<file path="src/rtl/vid_tpg_pkg.sv">
// Shared types and constants for the clocked-video test pattern source.
package vid_tpg_pkg;

  localparam int unsigned PIX_W = 24;
  localparam int unsigned OVF_W = 16;

  typedef enum logic [1:0] {
    PAT_BARS  = 2'd0,
    PAT_RAMP  = 2'd1,
    PAT_CHECK = 2'd2,
    PAT_FCNT  = 2'd3
  } pattern_e;

  typedef enum logic [1:0] {
    ST_IDLE  = 2'd0,
    ST_RUN   = 2'd1,
    ST_DRAIN = 2'd2
  } state_e;

  // Bar 0 sits in the low bits, so the list runs from bar 7 down to bar 0.
  localparam logic [7:0][PIX_W-1:0] BAR_COLOURS = {
    24'h000000, 24'h0000FF, 24'hFF0000, 24'hFF00FF,
    24'h00FF00, 24'h00FFFF, 24'hFFFF00, 24'hFFFFFF
  };

endpackage

</file>
<file path="src/rtl/vid_tpg_cvi_source_if.sv">
// Clocked-video output bundle driven by the pattern source.
interface vid_tpg_cvi_source_if;
  import vid_tpg_pkg::*;

  logic [PIX_W-1:0] vid_data;
  logic             vid_datavalid;
  logic             vid_h_sync;
  logic             vid_v_sync;
  logic             vid_f;
  logic             vid_locked;
  logic             frame_start;

  modport master (output vid_data, vid_datavalid, vid_h_sync, vid_v_sync, vid_f, vid_locked, frame_start);
  modport slave  (input  vid_data, vid_datavalid, vid_h_sync, vid_v_sync, vid_f, vid_locked, frame_start);
endinterface

</file>
<file path="src/rtl/vid_tpg_timing.sv">
// Raster h/v counters, porch/sync decode and the run/drain state machine.
module vid_tpg_timing
  import vid_tpg_pkg::*;
#(
  parameter int unsigned H_ACTIVE = 1280,
  parameter int unsigned H_FP     = 110,
  parameter int unsigned H_SYNC   = 40,
  parameter int unsigned H_BP     = 220,
  parameter int unsigned V_ACTIVE = 720,
  parameter int unsigned V_FP     = 5,
  parameter int unsigned V_SYNC   = 5,
  parameter int unsigned V_BP     = 20,
  localparam int unsigned H_TOTAL = H_ACTIVE + H_FP + H_SYNC + H_BP,
  localparam int unsigned V_TOTAL = V_ACTIVE + V_FP + V_SYNC + V_BP,
  localparam int unsigned H_W     = $clog2(H_TOTAL),
  localparam int unsigned V_W     = $clog2(V_TOTAL)
) (
  input  logic           clk,
  input  logic           rst_n,
  input  logic           enable,
  output logic [H_W-1:0] h,
  output logic [V_W-1:0] v,
  output logic           run_c,
  output logic           active_c,
  output logic           hs_c,
  output logic           vs_c,
  output logic           fs_c,
  output logic           h_wrap_c,
  output logic           v_wrap_c
);

  state_e         state, state_n;
  logic [H_W-1:0] h_n;
  logic [V_W-1:0] v_n;

  always_ff @(posedge clk or negedge rst_n) begin
    if (!rst_n) begin
      state <= ST_IDLE;
      h     <= '0;
      v     <= '0;
    end else begin
      state <= state_n;
      h     <= h_n;
      v     <= v_n;
    end
  end

  // Counters only move outside IDLE; DRAIN keeps raster timing intact until frame end.
  always_comb begin
    state_n  = state;
    h_n      = h;
    v_n      = v;
    run_c    = (state != ST_IDLE);
    h_wrap_c = run_c && (h == H_W'(H_TOTAL - 1));
    v_wrap_c = h_wrap_c && (v == V_W'(V_TOTAL - 1));
    active_c = run_c && (h < H_W'(H_ACTIVE)) && (v < V_W'(V_ACTIVE));
    hs_c     = run_c && (h >= H_W'(H_ACTIVE + H_FP)) && (h < H_W'(H_ACTIVE + H_FP + H_SYNC));
    vs_c     = run_c && (v >= V_W'(V_ACTIVE + V_FP)) && (v < V_W'(V_ACTIVE + V_FP + V_SYNC));
    fs_c     = run_c && (h == '0) && (v == '0);

    case (state)
      ST_IDLE:  if (enable) state_n = ST_RUN;
      ST_RUN:   if (!enable) state_n = ST_DRAIN;
      ST_DRAIN: begin
        if (enable)        state_n = ST_RUN;
        else if (v_wrap_c) state_n = ST_IDLE;
      end
      default:  state_n = ST_IDLE;
    endcase

    if (run_c) begin
      h_n = h_wrap_c ? '0 : h + H_W'(1);
      if (h_wrap_c) v_n = v_wrap_c ? '0 : v + V_W'(1);
    end
  end

endmodule

</file>
<file path="src/rtl/vid_tpg_cvi_source.sv">
// Progressive RGB test pattern source for the clocked-video input, plus receiver overflow counter.
module vid_tpg_cvi_source
  import vid_tpg_pkg::*;
#(
  parameter int unsigned H_ACTIVE   = 1280,
  parameter int unsigned H_FP       = 110,
  parameter int unsigned H_SYNC     = 40,
  parameter int unsigned H_BP       = 220,
  parameter int unsigned V_ACTIVE   = 720,
  parameter int unsigned V_FP       = 5,
  parameter int unsigned V_SYNC     = 5,
  parameter int unsigned V_BP       = 20,
  parameter bit          H_POL      = 1'b1,
  parameter bit          V_POL      = 1'b1,
  parameter int unsigned CHECK_LOG2 = 5
) (
  input  logic                 clk_clk,
  input  logic                 reset_reset_n,
  input  logic                 enable,
  input  logic [1:0]           pattern_sel,
  input  logic                 ovf_clr,
  input  logic                 overflow,
  vid_tpg_cvi_source_if.master vid,
  output logic [OVF_W-1:0]     ovf_count
);

  localparam int unsigned H_TOTAL = H_ACTIVE + H_FP + H_SYNC + H_BP;
  localparam int unsigned V_TOTAL = V_ACTIVE + V_FP + V_SYNC + V_BP;
  localparam int unsigned H_W     = $clog2(H_TOTAL);
  localparam int unsigned V_W     = $clog2(V_TOTAL);
  localparam int unsigned BAR_W   = H_ACTIVE / 8;
  localparam int unsigned BC_W    = (BAR_W > 1) ? $clog2(BAR_W) : 1;

  logic [H_W-1:0]   h;
  logic [V_W-1:0]   v;
  logic             run_c, active_c, hs_c, vs_c, fs_c, h_wrap_c, v_wrap_c;
  logic             origin_c;
  pattern_e         pat_q, pat_c;
  logic [BC_W-1:0]  bar_cnt;
  logic [2:0]       bar_idx;
  logic [7:0]       fcnt;
  logic             seen_wrap;
  logic [PIX_W-1:0] pix_c;

  vid_tpg_timing #(
    .H_ACTIVE (H_ACTIVE), .H_FP (H_FP), .H_SYNC (H_SYNC), .H_BP (H_BP),
    .V_ACTIVE (V_ACTIVE), .V_FP (V_FP), .V_SYNC (V_SYNC), .V_BP (V_BP)
  ) u_timing (
    .clk      (clk_clk),
    .rst_n    (reset_reset_n),
    .enable   (enable),
    .h        (h),
    .v        (v),
    .run_c    (run_c),
    .active_c (active_c),
    .hs_c     (hs_c),
    .vs_c     (vs_c),
    .fs_c     (fs_c),
    .h_wrap_c (h_wrap_c),
    .v_wrap_c (v_wrap_c)
  );

  // Pattern select is taken live only at the frame origin, so a frame is never torn.
  always_comb begin
    origin_c = (h == '0) && (v == '0);
    pat_c    = origin_c ? pattern_e'(pattern_sel) : pat_q;
    pix_c    = '0;
    case (pat_c)
      PAT_BARS:  pix_c = BAR_COLOURS[bar_idx];
      PAT_RAMP:  pix_c = {3{8'(h)}};
      PAT_CHECK: pix_c = (1'(h >> CHECK_LOG2) ^ 1'(v >> CHECK_LOG2)) ? 24'hFF_FFFF : '0;
      default:   pix_c = {fcnt, 8'h00, ~fcnt};
    endcase
  end

  // Bar position tracks h with a width counter; frame count and lock history.
  always_ff @(posedge clk_clk or negedge reset_reset_n) begin
    if (!reset_reset_n) begin
      pat_q     <= PAT_BARS;
      bar_cnt   <= '0;
      bar_idx   <= '0;
      fcnt      <= '0;
      seen_wrap <= 1'b0;
    end else begin
      if (origin_c) pat_q <= pat_c;
      if (!run_c || h_wrap_c) begin
        bar_cnt <= '0;
        bar_idx <= '0;
      end else if (h < H_W'(H_ACTIVE)) begin
        if (bar_cnt == BC_W'(BAR_W - 1)) begin
          bar_cnt <= '0;
          bar_idx <= bar_idx + 3'd1;
        end else begin
          bar_cnt <= bar_cnt + BC_W'(1);
        end
      end
      if (v_wrap_c) fcnt <= fcnt + 8'd1;
      if (!run_c)        seen_wrap <= 1'b0;
      else if (v_wrap_c) seen_wrap <= 1'b1;
    end
  end

  always_ff @(posedge clk_clk or negedge reset_reset_n) begin
    if (!reset_reset_n) begin
      vid.vid_data      <= '0;
      vid.vid_datavalid <= 1'b0;
      vid.vid_h_sync    <= ~H_POL;
      vid.vid_v_sync    <= ~V_POL;
      vid.vid_f         <= 1'b0;
      vid.vid_locked    <= 1'b0;
      vid.frame_start   <= 1'b0;
    end else begin
      vid.vid_data      <= active_c ? pix_c : '0;
      vid.vid_datavalid <= active_c;
      vid.vid_h_sync    <= hs_c ? H_POL : ~H_POL;
      vid.vid_v_sync    <= vs_c ? V_POL : ~V_POL;
      vid.vid_f         <= 1'b0;
      vid.vid_locked    <= seen_wrap && run_c;
      vid.frame_start   <= fs_c;
    end
  end

  // Saturating overflow counter; clear wins over a coincident pulse.
  always_ff @(posedge clk_clk or negedge reset_reset_n) begin
    if (!reset_reset_n) begin
      ovf_count <= '0;
    end else if (ovf_clr) begin
      ovf_count <= '0;
    end else if (overflow && (ovf_count != '1)) begin
      ovf_count <= ovf_count + OVF_W'(1);
    end
  end

endmodule

</file>
<file path="src/flat_wrapper.sv">
// flat-port wrapper written by rule: the top's interface ports become plain ports
module vid_tpg_cvi_source_flat import vid_tpg_pkg::*;
#(
  parameter int unsigned H_ACTIVE   = 1280,
  parameter int unsigned H_FP       = 110,
  parameter int unsigned H_SYNC     = 40,
  parameter int unsigned H_BP       = 220,
  parameter int unsigned V_ACTIVE   = 720,
  parameter int unsigned V_FP       = 5,
  parameter int unsigned V_SYNC     = 5,
  parameter int unsigned V_BP       = 20,
  parameter bit          H_POL      = 1'b1,
  parameter bit          V_POL      = 1'b1,
  parameter int unsigned CHECK_LOG2 = 5
)
  (clk_clk, reset_reset_n, enable, pattern_sel, ovf_clr, overflow, ovf_count, vid_vid_data, vid_vid_datavalid, vid_vid_h_sync, vid_vid_v_sync, vid_vid_f, vid_vid_locked, vid_frame_start);
  vid_tpg_cvi_source_if vid_i ();
  input  logic clk_clk;
  input  logic reset_reset_n;
  input  logic enable;
  input  logic [1:0] pattern_sel;
  input  logic ovf_clr;
  input  logic overflow;
  output logic [OVF_W-1:0] ovf_count;
  output wire logic [$bits(vid_i.vid_data)-1:0] vid_vid_data;
  output wire logic [$bits(vid_i.vid_datavalid)-1:0] vid_vid_datavalid;
  output wire logic [$bits(vid_i.vid_h_sync)-1:0] vid_vid_h_sync;
  output wire logic [$bits(vid_i.vid_v_sync)-1:0] vid_vid_v_sync;
  output wire logic [$bits(vid_i.vid_f)-1:0] vid_vid_f;
  output wire logic [$bits(vid_i.vid_locked)-1:0] vid_vid_locked;
  output wire logic [$bits(vid_i.frame_start)-1:0] vid_frame_start;
  assign vid_vid_data = vid_i.vid_data;
  assign vid_vid_datavalid = vid_i.vid_datavalid;
  assign vid_vid_h_sync = vid_i.vid_h_sync;
  assign vid_vid_v_sync = vid_i.vid_v_sync;
  assign vid_vid_f = vid_i.vid_f;
  assign vid_vid_locked = vid_i.vid_locked;
  assign vid_frame_start = vid_i.frame_start;
  vid_tpg_cvi_source #(.H_ACTIVE(H_ACTIVE), .H_FP(H_FP), .H_SYNC(H_SYNC), .H_BP(H_BP), .V_ACTIVE(V_ACTIVE), .V_FP(V_FP), .V_SYNC(V_SYNC), .V_BP(V_BP), .H_POL(H_POL), .V_POL(V_POL), .CHECK_LOG2(CHECK_LOG2)) u_core (.clk_clk(clk_clk), .reset_reset_n(reset_reset_n), .enable(enable), .pattern_sel(pattern_sel), .ovf_clr(ovf_clr), .overflow(overflow), .vid(vid_i), .ovf_count(ovf_count));
endmodule
</file>
<file path="config.mk">
export PLATFORM = sky130hd
export DESIGN_NAME = vid_tpg_cvi_source_flat
export DESIGN_NICKNAME = d
export VERILOG_FILES = /design/src/rtl/vid_tpg_pkg.sv /design/src/rtl/vid_tpg_cvi_source_if.sv /design/src/rtl/vid_tpg_timing.sv /design/src/rtl/vid_tpg_cvi_source.sv /design/src/flat_wrapper.sv
export SDC_FILE = /design/constraint.sdc
export NUM_CORES = 1
export LEC_CHECK = 0
export CORE_UTILIZATION = 45
export DETAILED_ROUTE_END_ITERATION = 6
export PLACE_DENSITY = 0.62
export SKIP_LAST_GASP = 1
export SYNTH_ARGS = -nofsm -noshare
export SYNTH_HDL_FRONTEND = slang
export SYNTH_SLANG_ARGS = --single-unit
</file>
<file path="constraint.sdc">
create_clock -name clk_clk -period 7.75 [get_ports clk_clk]
set_clock_uncertainty 0.2 [all_clocks]
set_input_delay 2.325 -clock clk_clk [delete_from_list [all_inputs] [get_ports clk_clk]]
set_output_delay 2.325 -clock clk_clk [all_outputs]
set_load 0.005 [all_outputs]
</file>
==> results of run 1 <==
## sequential cells by signal, indices dropped and copies added (netlist names)
register                  count
u_core.u_timing.v            10
u_core.u_timing.h            11
u_core.seen_wrap              1
u_core.vid.vid_h_sync         1
u_core.bar_cnt                8
u_core.u_timing.state         2
u_core.vid.vid_v_sync         1
u_core.fcnt                   8
u_core.bar_idx                3
u_core.vid.vid_datavalid      1
u_core.vid.vid_locked         1
u_core.pat_q                  2
u_core.vid.vid_data          24
u_core.vid.frame_start        1
u_core.ovf_count             16
## final cells by class
class / count / area share, %
Clock inverter: 3 / 0.419
Clock buffer: 13 / 3.14
Timing Repair Buffer: 55 / 10.0
Inverter: 12 / 0.839
Sequential cell: 90 / 41.9
Multi-Input combinational cell: 336 / 40.6
Tap cell: 133 / 3.10
## synth_stat cells (12+ instances only)
cell type / number / area (µm²)
clkbuf_1: 14 / 52.6
o21ai_0: 24 / 120
a21oi_1: 23 / 115
nand4_1: 20 / 125
a311oi_1: 17 / 149
inv_1: 12 / 45.0
dfrtp_1: 90 / 2250
xnor2_1: 20 / 175
nand2_1: 29 / 109
nor2_1: 48 / 180
nor3_1: 14 / 70.1
nor4_1: 12 / 75.1
nand3_1: 14 / 70.1
xor2_1: 22 / 193
ha_1: 12 / 150
## routing by layer
layer | track usage [%] | share of wire [%] | up-vias
met1 | 30.7 | 48 | 1792
li1 | - | - | 1760
met5 | 0 | 0 | -
met4 | 8.88 | 1.5 | 0
met2 | 32.2 | 46 | 88
met3 | 2.92 | 4.5 | 11
## worst paths after layout
kind	from	slack (ns)	to	cells past startpoint
max	pattern_sel[0]	3.74	u_core.vid.vid_data[20]	4
min	u_core.seen_wrap	0.31	u_core.vid.vid_locked	1
max reg2reg	u_core.u_timing.h[2]	4.80	u_core.vid.vid_data[20]	5
min reg2reg	u_core.seen_wrap	0.31	u_core.vid.vid_locked	1
max in group asynchronous	reset_reset_n	4.58	u_core.vid.frame_start	2
min in group asynchronous	reset_reset_n	1.69	u_core.ovf_count[11]	1
## power by group
part | switching, µW | internal, µW
Sequential | 73.8 | 547
Clock | 165 | 143
Combinational | 211 | 194
## cell families after synthesis
| group | count (synthesis) | synth area share (%) |
|---|---|---|
| other | 1 | 0.0816 |
| AO/OA/AOI/OAI | 95 | 13.6 |
| buffers and inverters | 38 | 3.65 |
| multiplexers | 7 | 1.63 |
| flip-flops | 90 | 49.0 |
| AND/OR/NAND/NOR | 179 | 20.8 |
| adder cells (fa/ha/maj) | 12 | 3.27 |
| XOR/XNOR | 42 | 8.00 |
## through the flow
stage	hold WS [ns]	total power [µW]	util, %	cells
6_report	0.306	1330	54.7	642
5_1_grt	0.308	1420	54.7	642
4_1_cts	0.308	1340	54.7	642
3_5_place_dp	0.284	1030	52.8	626
3_3_place_gp	0.260	1020	52.8	626
2_1_floorplan	0.243	849	-	464
==> results.cfg, run 1 <==
[clocking]
path_clk_slew_ns = 0.09
cts_tree = yes
hold_buffers = 0
clk_path_buf_depth = 2
cts-htree-levels = 3
clk_latency_ns = 0.36
cts-root-buf = clkbuf_8
post_cts_buffers = 0
cts_buffers = 9
cts-resized-gates = 0
clock-sinks = 90

[route]
drt_iter0_drc = 218
drt_wl_total_um = 10500
ant_nets = 0
dr.pass1.iters = 4
vias_per_cell = 5.69
route.detailed.drc = 0
wl_per_cell_um = 16.3
vias = 3651

[timing]
max_freq_ghz = 0.249
rsz0062_at_grt = false
final-setup-viol-count = 0
finalCritPeriodShare_pct = 51.8
slew_violations = 0
fin_tns_setup_ns = 0
period_minus_slack_ns = 4.01
tightest_slew_ns = 0.913
relSlewSlack_pct = 38.7
finalHoldViolCount = 0
setup_ws_ns = 3.74

[die]
num_rows = 36
io_pins = 53
die_area_um2 = 10600
fp.dieW_um = 103
start_util_pct = 46.8
fp.dieH_um = 103
core_area_um2 = 9820

[logic_synthesis]
synth_cells = 464
synthesis.area_um2 = 4600
synth_fp_nets = 483
synth-edff-count = 0
synth.distinct_cells = 54
synth_flop_cell = dfrtp_1
ys_seq_area_share_pct = 49.0
yosysWarnings = 0
async_flop_share_pct = 100
avgSynthCellArea_um2 = 9.91
synth-seq-cells = 90

[final_layout]
fill_cells = 935
design_area_um2 = 5370
syn_to_final_growth_pct = 16.8
mostFrequentLayoutCell = dfrtp_1
num-nets-final = 523
mostFrequentLayoutCells = dfrtp_1 (90), clkdlybuf4s50_1 (50), nor2_1 (48)
n_antenna_cell = 0
seq_area_um2 = 2250
post_route_cells_drive_above_1_share_pct = 6.29
multi_input_area_um2 = 2180

[critical_path]
critPathSlowestCell = clkdlybuf4s50_1
crit_type = input port to flip-flop
path_delay_family = compound AO/OA/AOI/OAI gates
max_stage_delay_ns = 0.57
critPathBufInv = 1
required_ns = 7.80
endpoint_kind = flip-flop
startpoint_type = input port
crit_chain = clkdlybuf4s50_1, nor4b_2, o21ai_0, a311oi_1
crit_fanout = 8
cp_data_arrival_time_ns = 4.06

[power_and_ir_drop]
vdd.ir_drop.worst_v = 0.000109
p_leak_uw = 0.00223
cellPowerDensity_nw_per_um2 = 248

[global_route]
antenna_found_initial = 0
grt_start_max_net_pins = 62
grt_pass1_vias = 3393
grt_overflow = 0
grt_first_pass_wirelength_um = 17200
grt_util_all_layers_pct = 21.3

[place]
post-place-ws_ns = 3.40
io_buffers = 51
place.gp.congestion = 0.845
place_area_um2 = 5180
dp_hpwl_um = 7460

[run]
drv_cap = 0

[status]
status = completed

[hold_path]
min_path_type = flip-flop to flip-flop
No activity file was read; power rests on OpenSTA's default activity.
==> inputs of run 2 (changes only) <==
==> constraint.sdc (replaced) <==
create_clock -name clk_clk -period 3.7 [get_ports clk_clk]
set_clock_uncertainty 0.2 [all_clocks]
set_input_delay 1.11 -clock clk_clk [delete_from_list [all_inputs] [get_ports clk_clk]]
set_output_delay 1.11 -clock clk_clk [all_outputs]
set_load 0.005 [all_outputs]
==> run 2 against run 1 <==
Net effect: worst hold slack better by 0.0022 ns; combinational power is 110% higher; wire length fell by 2.8%; first-iteration DRC count fell by 21%; critical path depth is 1 higher; critical endpoint is now u_core.vid.vid_data[8].
==> results.cfg, run 2 (same netlist as run 1, synthesis figures left out) <==
[die]
fp.dieH_um = 103
fp.dieW_um = 103
core_area_um2 = 9820
io_pins = 53
start_util_pct = 46.8
die_area_um2 = 10600
num_rows = 36

[timing]
finalHoldViolCount = 0
fin_tns_setup_ns = 0
period_minus_slack_ns = 2.85
final-setup-viol-count = 0
max_freq_ghz = 0.351
slew_violations = 0
tightest_slew_ns = 0.936
relSlewSlack_pct = 37.6
rsz0062_at_grt = false
finalCritPeriodShare_pct = 76.9

[place]
io_buffers = 51
dp_hpwl_um = 7300
place_area_um2 = 5200
place.gp.congestion = 0.837

[final_layout]
design_area_um2 = 5430
n_antenna_cell = 0
post_route_cells_drive_above_1_share_pct = 6.67
mostFrequentLayoutCell = dfrtp_1
mostFrequentLayoutCells = dfrtp_1 (90), clkdlybuf4s50_1 (50), nor2_1 (48)
num-nets-final = 524
syn_to_final_growth_pct = 18.0
fill_cells = 947
regMostFlops = u_core.vid.vid_data
top_regs = u_core.vid.vid_data x24, u_core.ovf_count x16, u_core.u_timing.h x11
largest_reg_flops = 24

[clocking]
cts_tree = yes
cts_buffers = 9
cts-root-buf = clkbuf_8
cts-htree-levels = 3
post_cts_buffers = 0
hold_buffers = 0
cts-resized-gates = 0
clk_path_buf_depth = 2
clock-sinks = 90
path_clk_slew_ns = 0.10
clk_latency_ns = 0.36

[route]
wl_per_cell_um = 15.9
drt_iter0_drc = 173
drt_wl_total_um = 10200
dr.pass1.iters = 4
vias_per_cell = 5.63
ant_nets = 0
vias = 3619
route.detailed.drc = 0

[critical_path]
endpoint_kind = flip-flop
path_delay_family = simple AND/OR/NAND/NOR gates
ff2ff_path_depth = 5
crit_fanout = 9
critPathBufInv = 0
startpoint_type = flip-flop
max_stage_delay_ns = 0.82
crit_chain = nor4_1, and4_1, nand2_1, a221oi_1, a21oi_1
reg2reg_to = u_core.vid.vid_data[8]
required_ns = 3.71
critPathSlowestCell = a221oi_1
r2r_start = u_core.u_timing.h[2]
cp_data_arrival_time_ns = 2.85
crit_type = flip-flop to flip-flop
r2r_slack_ns = 0.85

[global_route]
grt_overflow = 0
grt_pass1_vias = 3327
grt_start_max_net_pins = 53
antenna_found_initial = 0
grt_first_pass_wirelength_um = 16800
grt_util_all_layers_pct = 20.6

[hold_path]
holdPathStages = 1
whs_endpoint = u_core.vid.vid_locked
hp-start = u_core.seen_wrap
min_path_type = flip-flop to flip-flop

[run]
drv_cap = 0

[power_and_ir_drop]
vdd.ir_drop.worst_v = 0.000248
cellPowerDensity_nw_per_um2 = 536
p_leak_uw = 0.00226

[status]
status = completed
[run 2: cell types whose count changed in the layout (fill, tap and decap cells not counted), sizes merged]
cell / delta
clkbuf: -4
bufinv: +2
clkinv: +2
buf: +1
clkinvlp: -1
inv: +1
[run 2: cell type report]
| type | instances | area, µm² | area share (%) |
|---|---|---|---|
| clock buffer | 9 | 124 | 2.28 |
| clock inverter | 7 | 101 | 1.87 |
| inverter | 12 | 45.0 | 0.830 |
| multi-input combinational | 336 | 2180 | 40.2 |
| sequential | 90 | 2250 | 41.5 |
| tap | 133 | 166 | 3.07 |
| timing repair buffer | 56 | 558 | 10.3 |
[run 2: power by group]
group	total [µW]	internal, µW	switching (µW)	leakage, µW
combinational	861	418	443	0.000944
sequential	1290	1150	149	0.00121
clock	751	385	366	0.000106
total	2910	1950	957	0.00226
[run 2: per-layer routing]
layer	up-vias	GRT usage (%)	part of all wire [%]
met5	-	0	0
met4	0	5.85	1.0
met3	8	2.64	4.8
met2	98	32.1	46
met1	1751	30.0	48
li1	1762	-	-
[run 2: worst max-delay path by stage]
| stage | start | cells after the start | to | slack (ns) |
|---|---|---|---|---|
| final | u_core.u_timing.h[2] | 5 | u_core.vid.vid_data[8] | 0.85 |
| after global routing | u_core.u_timing.h[2] | 5 | u_core.vid.vid_data[23] | 0.63 |
| after CTS | u_core.u_timing.h[2] | 5 | u_core.vid.vid_data[20] | 0.85 |
| after detailed placement | pattern_sel[1] | 4 | u_core.vid.vid_data[20] | 0.54 |
| after global placement | pattern_sel[1] | 4 | u_core.vid.vid_data[2] | 0.60 |
| after floorplan | u_core.u_timing.h[2] | 7 | u_core.u_timing.v[9] | 1.26 |
[run 2: per-stage QoR]
step / instances / hold slack (ns) / total power (µW) / util [%] / worst slack, ns
after floorplan: 464 / 0.243 / 1780 / - / 1.26
after global placement: 627 / 0.260 / 2160 / 53.0 / 0.597
after detailed placement: 627 / 0.262 / 2170 / 53.0 / 0.540
after CTS: 643 / 0.314 / 2930 / 55.2 / 0.848
after global routing: 643 / 0.347 / 3080 / 55.2 / 0.630
final: 643 / 0.308 / 2910 / 55.2 / 0.854
[run 2: worst reg2reg max path, delay by kind of cell (launching register included)]
family          cells  cell delay, ns
compound gates      2            0.98
flops               1            0.50
simple gates        3            1.03
